## config.mk

```make
export PLATFORM = sky130hd
export DESIGN_NAME = vm_change_dispenser
export DESIGN_NICKNAME = d
export VERILOG_FILES = /design/src/rtl/vm_change_dispenser.sv
export SDC_FILE = /design/constraint.sdc
export NUM_CORES = 1
export LEC_CHECK = 0
export CAP_MARGIN = 5
export CORE_MARGIN = 2
export CORE_UTILIZATION = 50
export CTS_BUF_LIST = sky130_fd_sc_hd__clkbuf_2 sky130_fd_sc_hd__clkbuf_4 sky130_fd_sc_hd__clkbuf_8
export DETAILED_ROUTE_END_ITERATION = 12
export GPL_TIMING_DRIVEN = 0
export PLACE_DENSITY = 0.79
export SYNTH_ARGS = -nofsm -noshare
export SYNTH_HDL_FRONTEND = slang
export SYNTH_SLANG_ARGS = --single-unit
```

## constraint.sdc

```tcl
create_clock -name clk -period 4.1 [get_ports clk]
set_input_delay 1.025 -clock clk [delete_from_list [all_inputs] [get_ports clk]]
set_output_delay 1.025 -clock clk [all_outputs]
set_load 0.01 [all_outputs]
```

## src/rtl/vm_change_dispenser.sv

```systemverilog
// Vending-machine change dispenser: greedy quarter/dime/nickel payout
// with coin inventory tracking and refill from the accepted-coin pulses.
module vm_change_dispenser #(
    parameter int AMT_W   = 9,
    parameter int CNT_W   = 8,
    parameter int INIT_Q  = 4,
    parameter int INIT_D  = 4,
    parameter int INIT_N  = 4,
    parameter int GAP_CYC = 2
) (
    input  logic             clk,
    input  logic             rst,
    input  logic             chg_valid,
    input  logic [AMT_W-1:0] chg_amount,
    output logic             chg_ready,
    input  logic             coin_in_q,
    input  logic             coin_in_d,
    input  logic             coin_in_n,
    output logic             quarter_out,
    output logic             dime_out,
    output logic             nickel_out,
    output logic             done,
    output logic             insufficient,
    output logic [AMT_W-1:0] remaining,
    output logic [CNT_W-1:0] q_cnt,
    output logic [CNT_W-1:0] d_cnt,
    output logic [CNT_W-1:0] n_cnt
);

    typedef enum logic [2:0] {
        IDLE,
        PICK,
        EJECT,
        GAP,
        FIN,
        FAIL
    } state_t;

    localparam int GW = (GAP_CYC > 1) ? $clog2(GAP_CYC) : 1;

    localparam logic [AMT_W-1:0] Q_VAL = AMT_W'(25);
    localparam logic [AMT_W-1:0] D_VAL = AMT_W'(10);
    localparam logic [AMT_W-1:0] N_VAL = AMT_W'(5);

    localparam logic [GW-1:0]    GAP_LAST = GW'(GAP_CYC - 1);
    localparam logic [CNT_W-1:0] CNT_MAX  = '1;

    state_t        state;
    logic [GW-1:0] gap_cnt;

    logic take_fin;
    logic take_q;
    logic take_d;
    logic take_n;
    logic dec_q;
    logic dec_d;
    logic dec_n;

    // Greedy choice, made mutually exclusive so the FSM can decode it flat.
    always_comb begin
        take_fin = 1'b0;
        take_q   = 1'b0;
        take_d   = 1'b0;
        take_n   = 1'b0;
        if (remaining == '0) begin
            take_fin = 1'b1;
        end else if (remaining >= Q_VAL && q_cnt != '0) begin
            take_q = 1'b1;
        end else if (remaining >= D_VAL && d_cnt != '0) begin
            take_d = 1'b1;
        end else if (remaining >= N_VAL && n_cnt != '0) begin
            take_n = 1'b1;
        end
    end

    assign dec_q = (state == PICK) && take_q;
    assign dec_d = (state == PICK) && take_d;
    assign dec_n = (state == PICK) && take_n;

    function automatic logic [CNT_W-1:0] cnt_next(
        input logic [CNT_W-1:0] cnt,
        input logic             inc,
        input logic             dec
    );
        logic [CNT_W-1:0] r;
        r = cnt;
        if (inc && !dec) begin
            if (cnt != CNT_MAX) begin
                r = cnt + CNT_W'(1);
            end
        end else if (dec && !inc) begin
            r = cnt - CNT_W'(1);
        end
        return r;
    endfunction

    always_ff @(posedge clk) begin
        if (rst) begin
            q_cnt <= CNT_W'(INIT_Q);
            d_cnt <= CNT_W'(INIT_D);
            n_cnt <= CNT_W'(INIT_N);
        end else begin
            q_cnt <= cnt_next(q_cnt, coin_in_q, dec_q);
            d_cnt <= cnt_next(d_cnt, coin_in_d, dec_d);
            n_cnt <= cnt_next(n_cnt, coin_in_n, dec_n);
        end
    end

    always_ff @(posedge clk) begin
        if (rst) begin
            state        <= IDLE;
            gap_cnt      <= '0;
            chg_ready    <= 1'b1;
            quarter_out  <= 1'b0;
            dime_out     <= 1'b0;
            nickel_out   <= 1'b0;
            done         <= 1'b0;
            insufficient <= 1'b0;
            remaining    <= '0;
        end else begin
            quarter_out  <= 1'b0;
            dime_out     <= 1'b0;
            nickel_out   <= 1'b0;
            done         <= 1'b0;
            insufficient <= 1'b0;
            unique case (state)
                IDLE: begin
                    if (chg_valid && chg_ready) begin
                        remaining <= chg_amount;
                        chg_ready <= 1'b0;
                        state     <= PICK;
                    end
                end
                PICK: begin
                    unique case (1'b1)
                        take_fin: begin
                            done  <= 1'b1;
                            state <= FIN;
                        end
                        take_q: begin
                            quarter_out <= 1'b1;
                            remaining   <= remaining - Q_VAL;
                            state       <= EJECT;
                        end
                        take_d: begin
                            dime_out  <= 1'b1;
                            remaining <= remaining - D_VAL;
                            state     <= EJECT;
                        end
                        take_n: begin
                            nickel_out <= 1'b1;
                            remaining  <= remaining - N_VAL;
                            state      <= EJECT;
                        end
                        default: begin
                            insufficient <= 1'b1;
                            state        <= FAIL;
                        end
                    endcase
                end
                EJECT: begin
                    gap_cnt <= '0;
                    state   <= GAP;
                end
                GAP: begin
                    if (gap_cnt == GAP_LAST) begin
                        state <= PICK;
                    end else begin
                        gap_cnt <= gap_cnt + GW'(1);
                    end
                end
                FIN: begin
                    remaining <= '0;
                    chg_ready <= 1'b1;
                    state     <= IDLE;
                end
                FAIL: begin
                    // Unreturned cents stay visible until the next request.
                    chg_ready <= 1'b1;
                    state     <= IDLE;
                end
                default: begin
                    chg_ready <= 1'b1;
                    state     <= IDLE;
                end
            endcase
        end
    end

endmodule
```

# Word-level counts from Yosys, hierarchy flattened
# Cells that the tools add are included.
# totals
in_bits	15
regBits	43
# op_classes
add_sub_neg	10
magnitude_cmp	3
mux	35
eq_ne	13
n_reduce_logical	39
bitwise_logic	2
# ops
op	count
2-to-1 mux 8 bit	9
one-hot mux 9 bit (3 select lines)	2
adder 8 x 1 -> 8 bit, second input constant	3
!= test 8 bit, second input constant	3
nonzero test 8 bit	3
subtractor 8 x 1 -> 8 bit, second input constant	3
2-to-1 mux 1 bit	17
logical AND 1 bit	13
one-hot mux 3 bit (4 select lines)	1
AND reduction 2 bit	5
>= comparator 9 x 3 -> 1 bit, second input constant	1
>= comparator 9 x 4 -> 1 bit, second input constant	1
>= comparator 9 x 5 -> 1 bit, second input constant	1
zero test 9 bit	1
2-to-1 mux 9 bit	1
subtractor 9 x 3 -> 9 bit, second input constant	1
subtractor 9 x 4 -> 9 bit, second input constant	1
subtractor 9 x 5 -> 9 bit, second input constant	1
nonzero test 2 bit	4
== test 3 x 2 -> 1 bit, second input constant	2
zero test 1 bit	6
2-to-1 mux 3 bit	2
!= test 2 x 1 -> 1 bit, second input constant	3
one-hot mux 3 bit (2 select lines)	1
13 further kinds	17

# Depth between registers and ports, before layout
# Gate-level depths: netlist (run 1).
# depth
depth_word	11
mapped_depth	17
ltp_nobuf	15

# Worst setup path before layout (run 1)
# No wires, ideal clock.
# synth_timing
kind	register -> register
start	reg remaining[2]
end	reg n_cnt[7]
arrival_ps	3667
stages_incl_launch_ff	18
synth_period_minus_slack_ps	3799
path_buffers	2
path_slack_ps	301
required_ps	3969
cell_sequence	dfxtp_1 > clkbuf_1 > inv_1 > ha_1 > nand2b_1 > o21bai_1 > a22o_1 > buf_2 > nand4_2 > o21ai_0 > ha_1 > a21o_1 > a211oi_1 > o21ai_0 > nor2b_1 > nor4_1 > o21a_1 > nor3_1
# synth_between
elab_chain_len	11
# synth_rtl
element	line	source
start: declaration	24	output logic [AMT_W-1:0] remaining,
start signal: assignment	129	remaining <= chg_amount;
start signal: assignment	142	remaining <= remaining - Q_VAL;
start signal: assignment	147	remaining <= remaining - D_VAL;
>= comparator 9 x 3 -> 1 bit	71	end else if (remaining >= N_VAL && n_cnt != '0) begin
logical AND 1 bit	71	
2-to-1 mux 1 bit	71	
2-to-1 mux 1 bit	69	end else if (remaining >= D_VAL && d_cnt != '0) begin
2-to-1 mux 1 bit	67	end else if (remaining >= Q_VAL && q_cnt != '0) begin
2-to-1 mux 1 bit (*)	65	if (remaining == '0) begin
logical AND 1 bit (*)	78	assign dec_n = (state == PICK) && take_n;
zero test 1 bit	87	if (inc && !dec) begin
logical AND 1 bit	87	
!= test 2 x 1 -> 1 bit (no source line) or nonzero test 2 bit (tied branches)	n/a	
AND reduction 2 bit (no source line)	n/a	
end signal: assignment	101	n_cnt <= CNT_W'(INIT_N);
end signal: assignment	105	n_cnt <= cnt_next(n_cnt, coin_in_n, dec_n);
end: declaration	27	output logic [CNT_W-1:0] n_cnt
# Mark *: on every way between the ends. The rest lies on a longest branch, timed or not.
# A chain may end at the register's enable or synchronous reset.

# Worst setup path after layout (run 1)
# Ends and elaborated chain as after synthesis.

==> reports/summary.txt, run 1 <==
run status: finished, final reports clean
Tcrit/Tclk final: 0.957
r2r setup slk: 0.18 ns
root buffer cell: clkbuf_8
post-synth cell types: 65
total grt overflow: 0
I/O Pins: 54
Initial Utilization: 0.517
final core utilization: 0.650
core area: 0.00635 mm2
area leader, netlist: dfxtp_1
ANT nets after route: 0
share of cells above drive strength 1: 0.0942
Worst Hold Class: register to register
Synth Instances: 403
area grow syn2layout: 25.6%
Fin Hold WS: 0.509 ns
Slew Viols, Final: 0
Synth Area in XOR/XNOR: 0.0640
GP Congestion: 0.980
CTS Buf Count: 5
vias in the first global route: 3,133
Startpoint Class: register
Synth Net Count: 446
adder-cell share of the synthesized area: 0.114
CTS H-Tree Depth: 2
RSZ-0062 raised after global routing: true
detailed placement HPWL: 6550 um
worst slack at placement: -0.617 ns
main area contributors after synthesis: dfxtp_1 26%, ha_1 9.5%, a21oi_1 5.5%, nor2_1 4.3%, xnor2_1 4.0%
# clock sinks: 43
Simple-Gate Fraction of Synth Area: 0.225
fin nets: 509
share of the synthesized area in the top cell type: 0.262
final setup skew: 0.00892 ns
chip height: 85.1 um
leakage: 1.64 nW
peak fanout along the critical path: 10
ys async rst share: 0
maxcap violations: 0
drt drc: 0
Synth Cell Area: 0.00328 mm2
mux contribution to synthesized area: 0.0465
worst skew pair latency: 0.31 ns
die outline width: 85.1 um
final hold violation count: 0
largest family of logic cells by synthesized area: compound AO/OA/AOI/OAI gates
EDFF count, synth: 0
# hold bufs at CTS: 0
largest net degree at the start of global routing: 15
post-synthesis compound-gate area fraction: 0.248
CTS tree: done
fmax: 255 MHz
Worst-Margin Slew: 0.651 ns
drt first pass iters: 5
Worst EP arrival: 4.10 ns
DIE AREA: 0.00723 mm2
FP Rows: 29
DR iter-0 viols: 265
sequential fraction of the synthesis area: 0.262
vias after detailed routing: 3,340
Final Power: 4.08 mW
GRT Util Overall: 0.251
Port-buffer cells: 53
Mapped Avg Cell Area: 8.15 um2
ANT cells: 0
ys flop type: dfxtp_1
post-route minimum period: 3.92 ns
vias per std cell: 6.14
Power Dens Cells: 988 mW/mm2
Syn. warnings: 0
Crit Path Class: register to register
final setup fails: 0
final worst slack: 0.175 ns
filler instances: 544
Reg area: 861 um2
drt total wl: 9040 um
slew margin rel.: 0.566
CP required: 4.28 ns
Critical Path Sink Type: register
most frequent cell after synthesis: dfxtp_1
Clock transition at path regs: 0.09 ns
clk buf depth: 2
Synth top cells by count: 43 x dfxtp_1, 38 x nor2_1, 36 x a21oi_1
number of synthesized register bits: 43
Multi-input gate area: 0.00235 mm2
initial antenna violation count: 0
Max IR drop VDD: 0.000453 V
average wire per standard cell: 16.6 um
first-pass GRT wire length: 14,900 um
[power by group]
group	switching, mW	internal (mW)
Combinational	1.64	1.30
Sequential	0.212	0.579
Clock	0.159	0.182
Total	2.01	2.06
[flip-flops by register name (all words and copies together) (netlist names)]
signal	cells
chg_ready	1
nickel_out	1
remaining	9
n_cnt	8
quarter_out	1
gap_cnt	1
q_cnt	8
state	3
d_cnt	8
dime_out	1
done	1
insufficient	1
[worst paths after layout]
kind,from,to,cells after the start
setup reg to reg,remaining[2],n_cnt[7],17
hold / removal,gap_cnt,gap_cnt,2
hold reg to reg,gap_cnt,gap_cnt,2
setup / recovery,remaining[2],n_cnt[7],17
[placed cells by master, fill, tap and decap left out, types with 3 or more instances in the layout]
master	instances
nor3_1	15
nand2_1	21
or3_1	4
or4_1	4
clkbuf_8	5
inv_1	14
a31oi_1	6
a21oi_1	36
nor2b_1	5
o21ai_1	4
nor4_1	5
buf_2	4
o21ai_0	19
a21o_1	8
mux2i_1	13
clkbuf_1	9
nor2_1	38
o21bai_1	4
xnor2_1	15
clkdlybuf4s50_1	53
xor2_1	9
buf_4	3
o221ai_1	3
dfxtp_1	43
fa_1	3
a2111oi_0	3
o211ai_1	4
a211oi_1	4
nand4_1	9
ha_1	25
nand3_1	15
[metal layers]
| layer | vias up | global-route usage | share of wire |
|---|---|---|---|
| li1 | 1627 | - | - |
| met1 | 1605 | 0.335 | 0.45 |
| met2 | 93 | 0.413 | 0.48 |
| met3 | 15 | 0.0447 | 0.052 |
| met4 | 0 | 0.0794 | 0.017 |
| met5 | - | 0 | 0 |
[logic make-up (layout without fill, tap and decap cells)]
group / Yosys count / after routing
muxes: 15 / 15
buffers and inverters: 33 / 97
xor gates and xnor gates: 24 / 24
adders and majority gates: 28 / 28
DFF: 43 / 43
AOI/OAI and AO/OA: 120 / 120
and+or+nand+nor: 140 / 140
[timing repair]
item | CTS | global route
endpoints found under the setup margin | 6 | 4
resized for setup | 9 | 7
pin swaps | 1 | 2
gates cloned | 0 | 0
setup buffers | 2 | 1
[final cells by class]
| class | instances | share of cell area |
|---|---|---|
| Timing Repair Buffer | 56 | 0.137 |
| Multi-Input combinational cell | 327 | 0.569 |
| Clock buffer | 5 | 0.0167 |
| Tap cell | 77 | 0.0234 |
| Sequential cell | 43 | 0.209 |
| Buffer | 19 | 0.0218 |
| Inverter | 14 | 0.0127 |
| Clock inverter | 3 | 0.0106 |
[critical path, stage by stage (launching register included)]
cell and delay (ns):
dfxtp_1 0.34, clkbuf_2 0.20, inv_1 0.19, ha_1 0.22, nand2b_1 0.13, o21bai_2 0.26, a22o_1 0.20, clkbuf_4 0.24
nand4_4 0.19, o21ai_4 0.27, ha_1 0.26, a21o_1 0.18, a211oi_1 0.30, o21ai_0 0.17, nor3b_1 0.16, a21boi_1 0.16
nor3_1 0.23, nor3_1 0.08
[through the flow]
stage | TNS, ns | cells | cell area, um2
final | 0 | 544 | 4130
after global routing | -0.0915 | 544 | 4130
after CTS | 0 | 543 | 4090
after detailed placement | -1.86 | 533 | 3910
after global placement | -1.16 | 533 | 3910
after floorplan | 0 | 403 | 3280
(Power assumes the default switching activity.)
==> inputs of run 2 (changes only) <==
- CORE_UTILIZATION: 50 -> 39
- PLACE_DENSITY: 0.79 -> 0.64
==> reports/summary.txt, run 2 (synthesis results as in run 1) <==
first-pass GRT wire length: 15,000 um (+0.88%)
worst skew pair latency: 0.30 ns (about the same)
Worst Hold Class: register to register
GP Congestion: 0.945 (-3.5%)
largest net degree at the start of global routing: 13 (-2)
Slew Viols, Final: 0 (unchanged)
Largest Register: remaining
FP Rows: 33 (+14%)
slew margin rel.: 0.526 (-0.0402)
vias in the first global route: 3,048 (-2.7%)
leakage: 1.65 nW (+0.31%)
Power Dens Cells: 972 mW/mm2 (-1.6%)
average wire per standard cell: 16.0 um (-3.6%)
GRT Util Overall: 0.208 (-0.0435)
Clock transition at path regs: 0.08 ns (about the same)
detailed placement HPWL: 6810 um (+4.0%)
peak fanout along the critical path: 10 (unchanged)
commonest cells after routing, fill and taps aside: 53 x clkdlybuf4s50_1, 43 x dfxtp_1, 38 x nor2_1, 36 x a21oi_1, 25 x ha_1
Critical Path Sink Type: register
Worst EP arrival: 3.98 ns (-0.12 ns)
Startpoint Class: register
chip height: 95.8 um (+13%)
Max IR drop VDD: 0.000369 V (-19%)
Comb pwr share: 0.735 (+0.013)
ANT nets after route: 0 (unchanged)
vias per std cell: 5.75 (-6.3%)
Fin Hold WS: 0.490 ns (-0.0192 ns)
fmax: 262 MHz (+2.8%)
I/O Pins: 54 (unchanged)
Tcrit/Tclk final: 0.932 (-0.0258)
Pint: 2.04 mW (-1.4%)
sw frac: 0.496 (+0.00208)
Port-buffer cells: 53 (unchanged)
CTS tree: done
fin nets: 514 (+0.98%)
final setup skew: 0.00935 ns (+0.000429 ns)
final hold violation count: 0 (unchanged)
CTS H-Tree Depth: 2 (unchanged)
post-route minimum period: 3.82 ns (-0.106 ns)
share of cells above drive strength 1: 0.104 (+0.00960)
root buffer cell: clkbuf_8
CTS Buf Count: 5 (unchanged)
Largest register FFs: 9 (unchanged)
initial antenna violation count: 0 (unchanged)
# hold bufs at CTS: 0 (unchanged)
Initial Utilization: 0.402 (-0.115)
drt total wl: 9240 um (+2.2%)
core area: 0.00818 mm2 (+29%)
commonest non-fill, non-tap cell in the layout: clkdlybuf4s50_1
total grt overflow: 0 (unchanged)
drt drc: 0 (unchanged)
clock power share: 0.068 (-0.016)
area grow syn2layout: 26.4%
DR iter-0 viols: 126 (-52%)
final setup fails: 0 (unchanged)
drt first pass iters: 4 (-1)
RSZ-0062 raised after global routing: false
ANT cells: 0 (unchanged)
run status: finished, final reports clean
DIE AREA: 0.00917 mm2 (+27%)
die outline width: 95.8 um (+13%)
clk buf depth: 2 (unchanged)
Final Power: 4.04 mW (-0.99%)
Worst-Margin Slew: 0.711 ns (+0.0603 ns)
vias after detailed routing: 3,320 (-0.60%)
CP required: 4.26 ns (-0.02 ns)
register share of total power: 0.196 (+0.002)
Crit Path Class: register to register
maxcap violations: 0 (unchanged)
Psw: 2.00 mW (-0.58%)
# clock sinks: 43 (unchanged)
run 2: area by class of cell:
cell class,instances,area [um2]
fillers,824,4020
multi-input cells,327,2340
flip-flops and latches,43,861
repair buffers,61,591
well taps,105,131
plain buffers,19,87.6
clock buffers,7,83.8
inverters,14,52.6
clock inverters,1,5.00
run 2: timing repair:
item / in CTS / in global routing
gates resized for setup: 10 / 6
endpoints found under the setup margin: 6 / 5
buffers inserted: 0 / 8
pin swaps: 2 / 3
run 2: worst max-delay path, cell delays in order, from the launching register on:
cell	delay, ns
dfxtp_1	0.55
inv_1	0.15
ha_1	0.22
nor2b_1	0.14
o21ai_1	0.27
a21o_1	0.16
buf_4	0.18
nand4_4	0.21
o21ai_4	0.28
ha_1	0.27
a21o_1	0.19
a211oi_1	0.29
o21ai_0	0.17
nor3b_1	0.17
a21boi_1	0.15
nor3_1	0.20
nor3_1	0.07
run 2: layer usage:
metal | routed length [um] | global-route usage | vias to the layer above
met4 | 157 | 0.0524 | 0
met1 | 4270 | 0.279 | 1577
li1 | - | - | 1634
met5 | 0 | 0 | -
met3 | 450 | 0.0290 | 15
met2 | 4370 | 0.352 | 94
run 2: worst paths after layout:
kind	start	end	slack [ns]	depth (start not counted)
max	remaining[0]	n_cnt[7]	0.28	16
min	gap_cnt	gap_cnt	0.49	2
max reg2reg	remaining[0]	n_cnt[7]	0.28	16
min reg2reg	gap_cnt	gap_cnt	0.49	2
run 2: power by group through the flow:
| stage | logic [mW] | clock network [mW] | registers [mW] |
|---|---|---|---|
| after detailed placement | 2.80 | 0 | 0.797 |
| after CTS | 2.87 | 0.286 | 0.793 |
| final | 2.97 | 0.276 | 0.792 |
| after floorplan | 1.98 | 0 | 0.817 |
| after global routing | 3.25 | 0.305 | 0.823 |
| after global placement | 2.77 | 0 | 0.795 |
run 2: stage by stage:
| step | setup TNS [ns] | cell area, um2 | util | setup WS (ns) | instances |
|---|---|---|---|---|---|
| final | 0 | 4150 | 0.508 | 0.281 | 577 |
| after global routing | 0 | 4150 | 0.508 | 0.0257 | 577 |
| after CTS | 0 | 4080 | 0.498 | 0.0188 | 569 |
| after detailed placement | -1.98 | 3950 | 0.483 | -0.620 | 561 |
| after global placement | -1.40 | 3950 | 0.483 | -0.490 | 561 |
| after floorplan | 0 | 3280 | - | 0.301 | 403 |
==> inputs of run 3 (changes only) <==
- DONT_BUFFER_PORTS: default -> 1
- GPL_TIMING_DRIVEN: 0 -> default
- PLACE_DENSITY: 0.64 -> 0.56
- clock period: 4.1 -> 4.26 ns (I/O delays scaled with it)
==> reports/summary.txt, run 3 (synthesis results as in run 1) <==
run status: finished, final reports clean
register share of total power: 0.252 (+0.056)
DIE AREA: 0.00917 mm2 (unchanged)
average wire per standard cell: 17.6 um (+9.8%)
post-route minimum period: 3.76 ns (-0.0609 ns)
largest net degree at the start of global routing: 34 (+21)
first-pass GRT wire length: 14,500 um (-3.5%)
Slew Viols, Final: 0 (unchanged)
ANT nets after route: 0 (unchanged)
commonest cells after routing, fill and taps aside: 42 x dfxtp_1, 38 x nor2_1, 36 x a21oi_1, 25 x ha_1, 23 x nand2_1
slew margin rel.: 0.321 (-0.204)
detailed placement HPWL: 6640 um (-2.5%)
total grt overflow: 0 (unchanged)
DR iter-0 viols: 155 (+23%)
crit path cell chain: inv_1 > ha_1 > a2111oi_4 > nor3b_4 > nor2_2 > nand4_2 > o21ai_1 > buf_4 > fa_1 > a21o_1 > a21oi_1 > o21bai_1 > a21oi_1 > xnor2_1 > o21ai_0 > a21oi_1
final setup fails: 0 (unchanged)
Worst-Margin Slew: 1.01 ns (+0.303 ns)
Max IR drop VDD: 0.000360 V (-2.4%)
fmax: 266 MHz (+1.6%)
vias in the first global route: 2,917 (-4.3%)
slowest stage delay, CP: 0.47 ns (-0.08 ns)
filler instances: 842 (+2.2%)
final setup skew: 0.00635 ns (-0.00300 ns)
share of cells above drive strength 1: 0.0985 (-0.00529)
crit path launch: remaining[1]
commonest non-fill, non-tap cell in the layout: dfxtp_1
Initial Utilization: 0.402 (unchanged)
fin nets: 448 (-13%)
CP required: 4.50 ns (+0.24 ns)
RR Startpoint: remaining[1]
ANT cells: 0 (unchanged)
# clock sinks: 43 (unchanged)
drt total wl: 8990 um (-2.8%)
Worst EP arrival: 4.00 ns (+0.02 ns)
drt drc: 0 (unchanged)
Pint: 1.72 mW (-15%)
peak fanout along the critical path: 8 (-2)
drt first pass iters: 4 (unchanged)
reg2reg end: n_cnt[6]
Power Dens Cells: 1010 mW/mm2 (+3.9%)
Clock transition at path regs: 0.09 ns (about the same)
Psw: 1.85 mW (-7.7%)
RSZ-0062 raised after global routing: false
Worst Hold Class: register to register
r2r setup slk: 0.50 ns (+0.22 ns)
chip height: 95.8 um (unchanged)
root buffer cell: clkbuf_8
Startpoint Class: register
FP Rows: 33 (unchanged)
maxcap violations: 0 (unchanged)
I/O Pins: 54 (unchanged)
CTS tree: done
post-route cell area: 0.00353 mm2 (-15%)
GRT Util Overall: 0.203 (-0.00495)
Tcrit/Tclk final: 0.882 (-0.0493)
CTS H-Tree Depth: 2 (unchanged)
CP max stage cell: a2111oi_4
clock power share: 0.078 (+0.010)
worst reg2reg path depth: 16 (unchanged)
placed cell areas: 0.00344 mm2 (-13%)
leakage: 1.43 nW (-13%)
sw frac: 0.518 (+0.0220)
clk buf depth: 2 (unchanged)
vias per std cell: 5.96 (+3.6%)
# hold bufs at CTS: 0 (unchanged)
final hold violation count: 0 (unchanged)
Critical Path Sink Type: register
Largest Register: remaining
die outline width: 95.8 um (unchanged)
initial antenna violation count: 0 (unchanged)
core area: 0.00818 mm2 (unchanged)
GP Congestion: 0.861 (-8.8%)
Comb pwr share: 0.670 (-0.065)
worst skew pair latency: 0.30 ns (about the same)
area grow syn2layout: 7.58%
end point of the critical path: n_cnt[6]
vias after detailed routing: 3,045 (-8.3%)
Post-Route Setup TNS: 0 ns (unchanged)
Port-buffer cells: 0 (-100%)
Largest register FFs: 9 (unchanged)
CTS Buf Count: 5 (unchanged)
Crit Path Class: register to register
most frequent CP cell: a21oi_1
[run 3: power by group through the flow]
stage	Clock, mW	Combinational (mW)	Sequential, mW
4_1_cts	0.289	2.36	0.897
3_5_place_dp	0	2.34	0.908
3_3_place_gp	0	2.31	0.901
5_1_grt	0.301	2.65	0.937
2_1_floorplan	0	1.90	0.786
6_report	0.279	2.39	0.898
[run 3: through the flow]
step                total power [mW]  setup WS, ns  cells  utilization  hold WS, ns
finish                          3.57         0.502    511        0.432        0.474
global route                    3.89        0.0783    511        0.432        0.538
CTS                             3.54         0.330    510        0.431        0.475
detailed placement              3.25         0.390    502        0.420        0.462
global placement                3.22         0.521    502        0.420        0.455
floorplan                       2.69         0.461    403            -        0.454
[run 3: worst max-delay path: cells and delay by family, from the launching register on]
kind,cells,cell delay (ns)
AO/OA/AOI/OAI,8,1.49
AND/OR/NAND/NOR,3,0.65
flip-flops,1,0.40
buffers and inverters,2,0.33
XOR/XNOR,1,0.13
adder cells (fa/ha/maj),2,0.68
[run 3: layout make-up]
| cell class | count | area (um2) | share of cell area |
|---|---|---|---|
| clock inverter | 1 | 5.00 | 0.00142 |
| inverter | 14 | 52.6 | 0.0149 |
| tap | 105 | 131 | 0.0372 |
| timing repair buffer | 14 | 105 | 0.0297 |
| sequential | 43 | 862 | 0.244 |
| clock buffer | 7 | 83.8 | 0.0237 |
| multi-input combinational | 327 | 2290 | 0.649 |
[run 3: how the worst min path moves through the flow]
stage | start | end | slack [ns] | cells past startpoint
2_1_floorplan | gap_cnt | gap_cnt | 0.45 | 2
3_3_place_gp | gap_cnt | gap_cnt | 0.46 | 2
3_5_place_dp | gap_cnt | gap_cnt | 0.46 | 2
4_1_cts | gap_cnt | gap_cnt | 0.48 | 2
5_1_grt | gap_cnt | gap_cnt | 0.54 | 2
6_report | gap_cnt | gap_cnt | 0.47 | 2
[run 3: layer usage]
layer,global-route usage,wire [um],vias to the layer above
li1,-,-,1493
met1,0.261,3890,1456
met2,0.332,4350,84
met3,0.0556,628,12
met4,0.0595,121,0
met5,0,0,-
[run 3: repair_timing]
| action | in CTS | in global routing |
|---|---|---|
| setup buffers | 0 | 1 |
| setup endpoints to repair | 0 | 2 |
| resized for setup | 0 | 2 |
| endpoints found under the hold margin | 0 | 0 |
